$ cat src/rtl/key_conditioner.sv
// Key input conditioner: sync, debounce, press/release edges and auto-repeat per key.
// Latency: 2 clk sync + debounce window to key_level; edge/repeat pulses one clock later.
// Backpressure: none; free-running stream, every output is a level or a 1-clock pulse.
module key_conditioner #(
  parameter int w_key          = 8,
  parameter int tick_div       = 27000,
  parameter int debounce_ticks = 10,
  parameter int repeat_delay   = 400,
  parameter int repeat_period  = 100
) (
  input  logic             clock,
  input  logic             reset_n,
  input  logic [w_key-1:0] key_raw,
  output logic [w_key-1:0] key_level,
  output logic [w_key-1:0] key_press,
  output logic [w_key-1:0] key_release,
  output logic [w_key-1:0] key_repeat
);

  // Widths are sized so that each counter is cleared at its terminal count
  // and can never wrap.
  localparam int tick_w  = (tick_div > 2) ? $clog2(tick_div) : 1;
  localparam int db_w    = $clog2(debounce_ticks + 1);
  localparam int rpt_max = (repeat_delay > repeat_period) ? repeat_delay : repeat_period;
  localparam int rpt_w   = $clog2(rpt_max + 1);

  localparam logic [tick_w-1:0] tick_last  = tick_w'(tick_div - 1);
  localparam logic [tick_w-1:0] tick_one   = tick_w'(1);
  localparam logic [db_w-1:0]   db_last    = db_w'(debounce_ticks - 1);
  localparam logic [db_w-1:0]   db_one     = db_w'(1);
  localparam logic [rpt_w-1:0]  delay_last = rpt_w'(repeat_delay - 1);
  localparam logic [rpt_w-1:0]  per_last   = rpt_w'(repeat_period - 1);
  localparam logic [rpt_w-1:0]  rpt_one    = rpt_w'(1);

  typedef enum logic [1:0] {
    ST_IDLE   = 2'd0,
    ST_DELAY  = 2'd1,
    ST_REPEAT = 2'd2
  } rpt_state_t;

  // Two-flop synchroniser; sync2_q is the usable "sync" value.
  logic [w_key-1:0] sync1_q;
  logic [w_key-1:0] sync2_q;

  // Shared millisecond prescaler.
  logic [tick_w-1:0] tick_cnt_q;
  logic [tick_w-1:0] tick_cnt_d;
  logic              tick;

  // Debounce state.
  logic [db_w-1:0]  db_cnt_q [w_key];
  logic [db_w-1:0]  db_cnt_d [w_key];
  logic [w_key-1:0] level_q;
  logic [w_key-1:0] level_d;

  // Edge detection.
  logic [w_key-1:0] level_dly_q;
  logic [w_key-1:0] rise;
  logic [w_key-1:0] fall;
  logic [w_key-1:0] press_q;
  logic [w_key-1:0] release_q;

  // Auto-repeat state.
  rpt_state_t       rpt_state_q [w_key];
  logic [rpt_w-1:0] rpt_cnt_q   [w_key];
  logic [w_key-1:0] repeat_q;

  // Bring the asynchronous key lines into the clock domain.
  always_ff @(posedge clock or negedge reset_n) begin
    if (!reset_n) begin
      sync1_q <= '0;
      sync2_q <= '0;
    end else begin
      sync1_q <= key_raw;
      sync2_q <= sync1_q;
    end
  end

  // Prescaler next state: wrap to zero on the tick cycle.
  always_comb begin
    tick_cnt_d = tick ? '0 : (tick_cnt_q + tick_one);
  end

  assign tick = (tick_cnt_q == tick_last);

  // Prescaler register.
  always_ff @(posedge clock or negedge reset_n) begin
    if (!reset_n) begin
      tick_cnt_q <= '0;
    end else begin
      tick_cnt_q <= tick_cnt_d;
    end
  end

  // Debounce next state: a differing input must survive debounce_ticks ticks
  // uninterrupted; any cycle where it agrees again restarts the count.
  always_comb begin
    level_d = level_q;
    for (int k = 0; k < w_key; k++) begin
      db_cnt_d[k] = db_cnt_q[k];
      if (sync2_q[k] == level_q[k]) begin
        db_cnt_d[k] = '0;
      end else if (tick) begin
        if (db_cnt_q[k] == db_last) begin
          level_d[k]  = ~level_q[k];
          db_cnt_d[k] = '0;
        end else begin
          db_cnt_d[k] = db_cnt_q[k] + db_one;
        end
      end
    end
  end

  // Debounce registers.
  always_ff @(posedge clock or negedge reset_n) begin
    if (!reset_n) begin
      level_q <= '0;
      for (int k = 0; k < w_key; k++) begin
        db_cnt_q[k] <= '0;
      end
    end else begin
      level_q <= level_d;
      for (int k = 0; k < w_key; k++) begin
        db_cnt_q[k] <= db_cnt_d[k];
      end
    end
  end

  // Compare the clean level against its one-clock-old copy.
  always_comb begin
    rise = level_q & ~level_dly_q;
    fall = ~level_q & level_dly_q;
  end

  // Register the edge pulses so they appear the cycle after key_level moves.
  always_ff @(posedge clock or negedge reset_n) begin
    if (!reset_n) begin
      level_dly_q <= '0;
      press_q     <= '0;
      release_q   <= '0;
    end else begin
      level_dly_q <= level_q;
      press_q     <= rise;
      release_q   <= fall;
    end
  end

  // Per-key repeat FSM. It looks at the next key_level so that a release
  // landing on the same tick as a repeat expiry suppresses the repeat, and no
  // repeat is emitted from the cycle key_level falls onwards. The rise is the
  // same term that feeds press_q, so the first repeat lines up with key_press.
  always_ff @(posedge clock or negedge reset_n) begin
    if (!reset_n) begin
      repeat_q <= '0;
      for (int k = 0; k < w_key; k++) begin
        rpt_state_q[k] <= ST_IDLE;
        rpt_cnt_q[k]   <= '0;
      end
    end else begin
      for (int k = 0; k < w_key; k++) begin
        repeat_q[k] <= 1'b0;
        if (!level_d[k]) begin
          rpt_state_q[k] <= ST_IDLE;
          rpt_cnt_q[k]   <= '0;
        end else begin
          case (rpt_state_q[k])
            ST_IDLE: begin
              if (rise[k]) begin
                repeat_q[k]    <= 1'b1;
                rpt_cnt_q[k]   <= '0;
                rpt_state_q[k] <= ST_DELAY;
              end
            end
            ST_DELAY: begin
              if (tick) begin
                if (rpt_cnt_q[k] == delay_last) begin
                  repeat_q[k]    <= 1'b1;
                  rpt_cnt_q[k]   <= '0;
                  rpt_state_q[k] <= ST_REPEAT;
                end else begin
                  rpt_cnt_q[k] <= rpt_cnt_q[k] + rpt_one;
                end
              end
            end
            ST_REPEAT: begin
              if (tick) begin
                if (rpt_cnt_q[k] == per_last) begin
                  repeat_q[k]  <= 1'b1;
                  rpt_cnt_q[k] <= '0;
                end else begin
                  rpt_cnt_q[k] <= rpt_cnt_q[k] + rpt_one;
                end
              end
            end
            default: begin
              rpt_state_q[k] <= ST_IDLE;
              rpt_cnt_q[k]   <= '0;
            end
          endcase
        end
      end
    end
  end

  assign key_level   = level_q;
  assign key_press   = press_q;
  assign key_release = release_q;
  assign key_repeat  = repeat_q;

endmodule

$ cat config.mk
export PLATFORM = sky130hd
export DESIGN_NAME = key_conditioner
export DESIGN_NICKNAME = d
export VERILOG_FILES = /design/src/rtl/key_conditioner.sv
export SDC_FILE = /design/constraint.sdc
export NUM_CORES = 1
export LEC_CHECK = 0
export CORE_UTILIZATION = 57
export CTS_BUF_LIST = sky130_fd_sc_hd__clkbuf_4 sky130_fd_sc_hd__clkbuf_8
export CTS_CLUSTER_SIZE = 16
export DETAILED_ROUTE_END_ITERATION = 10
export PLACE_DENSITY = 0.78
export SETUP_SLACK_MARGIN = 0.02
export SLEW_MARGIN = 20
export SYNTH_ARGS = -nofsm -noshare
export SYNTH_HDL_FRONTEND = slang
export SYNTH_SLANG_ARGS = --single-unit
export TNS_END_PERCENT = 30
$ cat constraint.sdc
create_clock -name clock -period 2.5 [get_ports clock]
set_clock_uncertainty 0.2 [all_clocks]
set_input_delay 0.5 -clock clock [delete_from_list [all_inputs] [get_ports clock]]
set_output_delay 0.5 -clock clock [all_outputs]
set_load 0.1 [all_outputs]
==> results.cfg <==
[setup_path]
r2r_setup_slack_ns = 0.09
rr_endpoint = rpt_cnt_q[32]
worstPathMaxFanout = 12
crit_required_ns = 2.69
end_kind = flop
ff2ff_path_depth = 8
crit_type = flop to flop
crit_arrival_ns = 2.60
start_kind = flop
rr_startpoint = tick_cnt_q[0]

[layout]
synthToLayoutAreaGrowth_pct = 17.0
diodes = 0
layout.cells.non_filler = 1393
layout-drive-gt1-share = 0.157
fin_nets = 1230
fillCellCount = 1371

[route]
drc = 0
vias = 8335
drt-initial-drc-count = 429
routedWlPerCell_um = 15.1
vias_per_cell = 5.98
routed_wl_um = 21000
first_pass_iters = 5
ant_nets = 0

[clock_network]
path_clk_slew_ns = 0.09
tritoncts = yes
postCtsSetupRepairBufs = 0
ctsHtreeMaxLevel = 4
cts_sinks = 191
cts.path.max_buffers = 2
cts_buffers = 17
clkLatencyLatePin_ns = 0.46
clockRootBuffer = clkbuf_8

[synthesis]
synthTopCellsByArea = dfrtp_1 47%, ha_1 7.9%, nand2_1 3.8%
yosys_warnings = 0
synthDominantCellAreaShare = 0.466
synth-main-ff-cell = dfrtp_1
ys_types = 62
syn_area_per_cell_um2 = 9.70
synth.largest_area_cell = dfrtp_1
synth_compound_area_frac = 0.192
synth-async-reset-ratio = 1.00
synth-seq-cells = 191
yosysMostFrequentCell = dfrtp_1
mappedNetlistArea_mm2 = 0.0103
syn_inst = 1057
synth_commonest_cells = 191 x dfrtp_1, 104 x nand2_1, 65 x ha_1
synth-edff-count = 0
synth-xor-area-share = 0.0179
yosysSeqAreaShare = 0.466
synthSimpleGateAreaFrac = 0.205
synth_mux_area_frac = 0.00195
syn_nets = 1132
synth_top_family_by_area = simple AND/OR/NAND/NOR gates
synth_fa_ha_area_frac = 0.0793

[hold_path]
hp-class = flop to flop
hold_depth = 0
worstHoldEndpoint = sync2_q[1]
min-delay-start = sync1_q[1]

[power]
p_leak_nw = 5.44
power_density_mw_per_mm2 = 483
power_w = 0.00580
ir_drop_v = 0.000362

[floorplanning]
ios = 42
placeableCoreArea_mm2 = 0.0174
start_util = 0.589
die_h_um = 136
die_w_um = 136
rows = 48
die_area_mm2 = 0.0185

[timing]
fin_crit_sh = 0.964
tightest_slew_ns = 0.562
finalHoldViolCount = 0
period_minus_slack_ns = 2.41
timing.max_slew.rel_slack = 0.625
fmax_ghz = 0.415
slew_viol_final = 0
rsz0062_at_grt = true
setup_viol = 0

[grt]
grt_pass1_vias = 7761
grt_start_max_net_pins = 67
antenna_found_initial = 0
groute.usage.overall = 0.235
grt_pass1_wl_um = 35400
grt_remaining_overflow = 0

[placed_design]
dpl.hpwl_um = 14300
routabilityCongestion = 0.873
port_buffers = 41
place_inst = 1359

[status]
status = complete, no violations

[job]
cap_violations = 0
kinds of logic (layout without fill, tap and decap cells):
family | Yosys count | after routing
AO/OA/AOI/OAI | 286 | 286
XOR/XNOR | 21 | 21
adder cells (fa/ha/maj) | 65 | 65
buffers and inverters | 95 | 206
flip-flops | 191 | 191
multiplexers | 2 | 2
AND/OR/NAND/NOR | 397 | 397
power by group:
part / internal [W] / total [W] / switching, W
registers: 0.00310 / 0.00311 / 0.00000916
clock network: 0.00154 / 0.00260 / 0.00106
logic: 0.0000267 / 0.0000956 / 0.0000690
layer usage:
metal	vias up	track usage	routed length, um
li1	4076	-	-
met1	4064	0.315	9810
met2	164	0.387	10200
met3	31	0.0414	715
met4	0	0.0722	294
met5	-	0	0
registers in the layout, indices dropped and copies added (netlist names), 15 cells and up:
register	count
rpt_cnt_q	72
db_cnt_q	32
tick_cnt_q	15
rpt_state_q	16
critical path: stages, from the launching register on:
cell and delay [ns]:
dfrtp_1 0.37, ha_1 0.18, and4_4 0.25, and4_4 0.27, buf_6 0.16, nand3_1 0.14, a21o_1 0.22, or4_1 0.46
nand3_1 0.09
worst max-delay path by stage:
| stage | from | end | slack (ns) | depth (start not counted) |
|---|---|---|---|---|
| finish | tick_cnt_q[0] | rpt_cnt_q[32] | 0.09 | 8 |
| global route | tick_cnt_q[0] | rpt_cnt_q[15] | -0.002 | 9 |
| CTS | tick_cnt_q[0] | rpt_cnt_q[32] | 0.03 | 8 |
| detailed placement | tick_cnt_q[0] | rpt_cnt_q[71] | -0.07 | 9 |
| global placement | tick_cnt_q[0] | rpt_cnt_q[7] | 0.09 | 8 |
| floorplan | key_level[3] | rpt_cnt_q[39] | -0.03 | 7 |
timing repair:
action | in CTS | in global routing
endpoints found under the setup margin | 16 | 53
hold buffers | 1 | 0
gates resized for setup | 8 | 26
hold endpoints to repair | 62 | 0
gates cloned | 0 | 1
through the flow:
stage | hold slack, ns | TNS (ns) | util | instance area [um^2] | setup WS [ns]
2_1_floorplan | 0.00441 | -0.0797 | - | 10300 | -0.0302
5_1_grt | 0.166 | -0.00218 | 0.689 | 12000 | -0.00218
3_3_place_gp | 0.134 | 0 | 0.650 | 11300 | 0.0883
3_5_place_dp | 0.137 | -0.101 | 0.650 | 11300 | -0.0678
6_report | 0.151 | 0 | 0.689 | 12000 | 0.0893
4_1_cts | 0.153 | 0 | 0.682 | 11900 | 0.0320
area by class of cell:
class / count / area, um^2 / area share
Sequential cell: 191 / 4790 / 0.399
Multi-Input combinational cell: 771 / 5200 / 0.433
Clock inverter: 9 / 226 / 0.0189
Timing Repair Buffer: 121 / 996 / 0.0830
Inverter: 53 / 199 / 0.0166
Clock buffer: 23 / 310 / 0.0259
Tap cell: 225 / 282 / 0.0235
cells in the final DEF, fill, tap and decap left out, types with 18 or more instances in the layout:
| master | Yosys | final |
|---|---|---|
| dfrtp_1 | 191 | 185 |
| buf_4 | 1 | 106 |
| nand2_1 | 104 | 104 |
| ha_1 | 65 | 65 |
| nand3_1 | 64 | 64 |
| inv_1 | 53 | 53 |
| o21ai_0 | 48 | 47 |
| nor2_1 | 44 | 44 |
| a21oi_1 | 42 | 39 |
| nor3_1 | 30 | 30 |
| o31ai_1 | 32 | 28 |
| and3_1 | 27 | 27 |
| a211oi_1 | 27 | 27 |
| a2bb2oi_1 | 24 | 24 |
| clkbuf_8 | 0 | 23 |
| o21ai_1 | 25 | 19 |
| nand2b_1 | 23 | 18 |
Note: power is estimated with default switching activity, not from simulation.
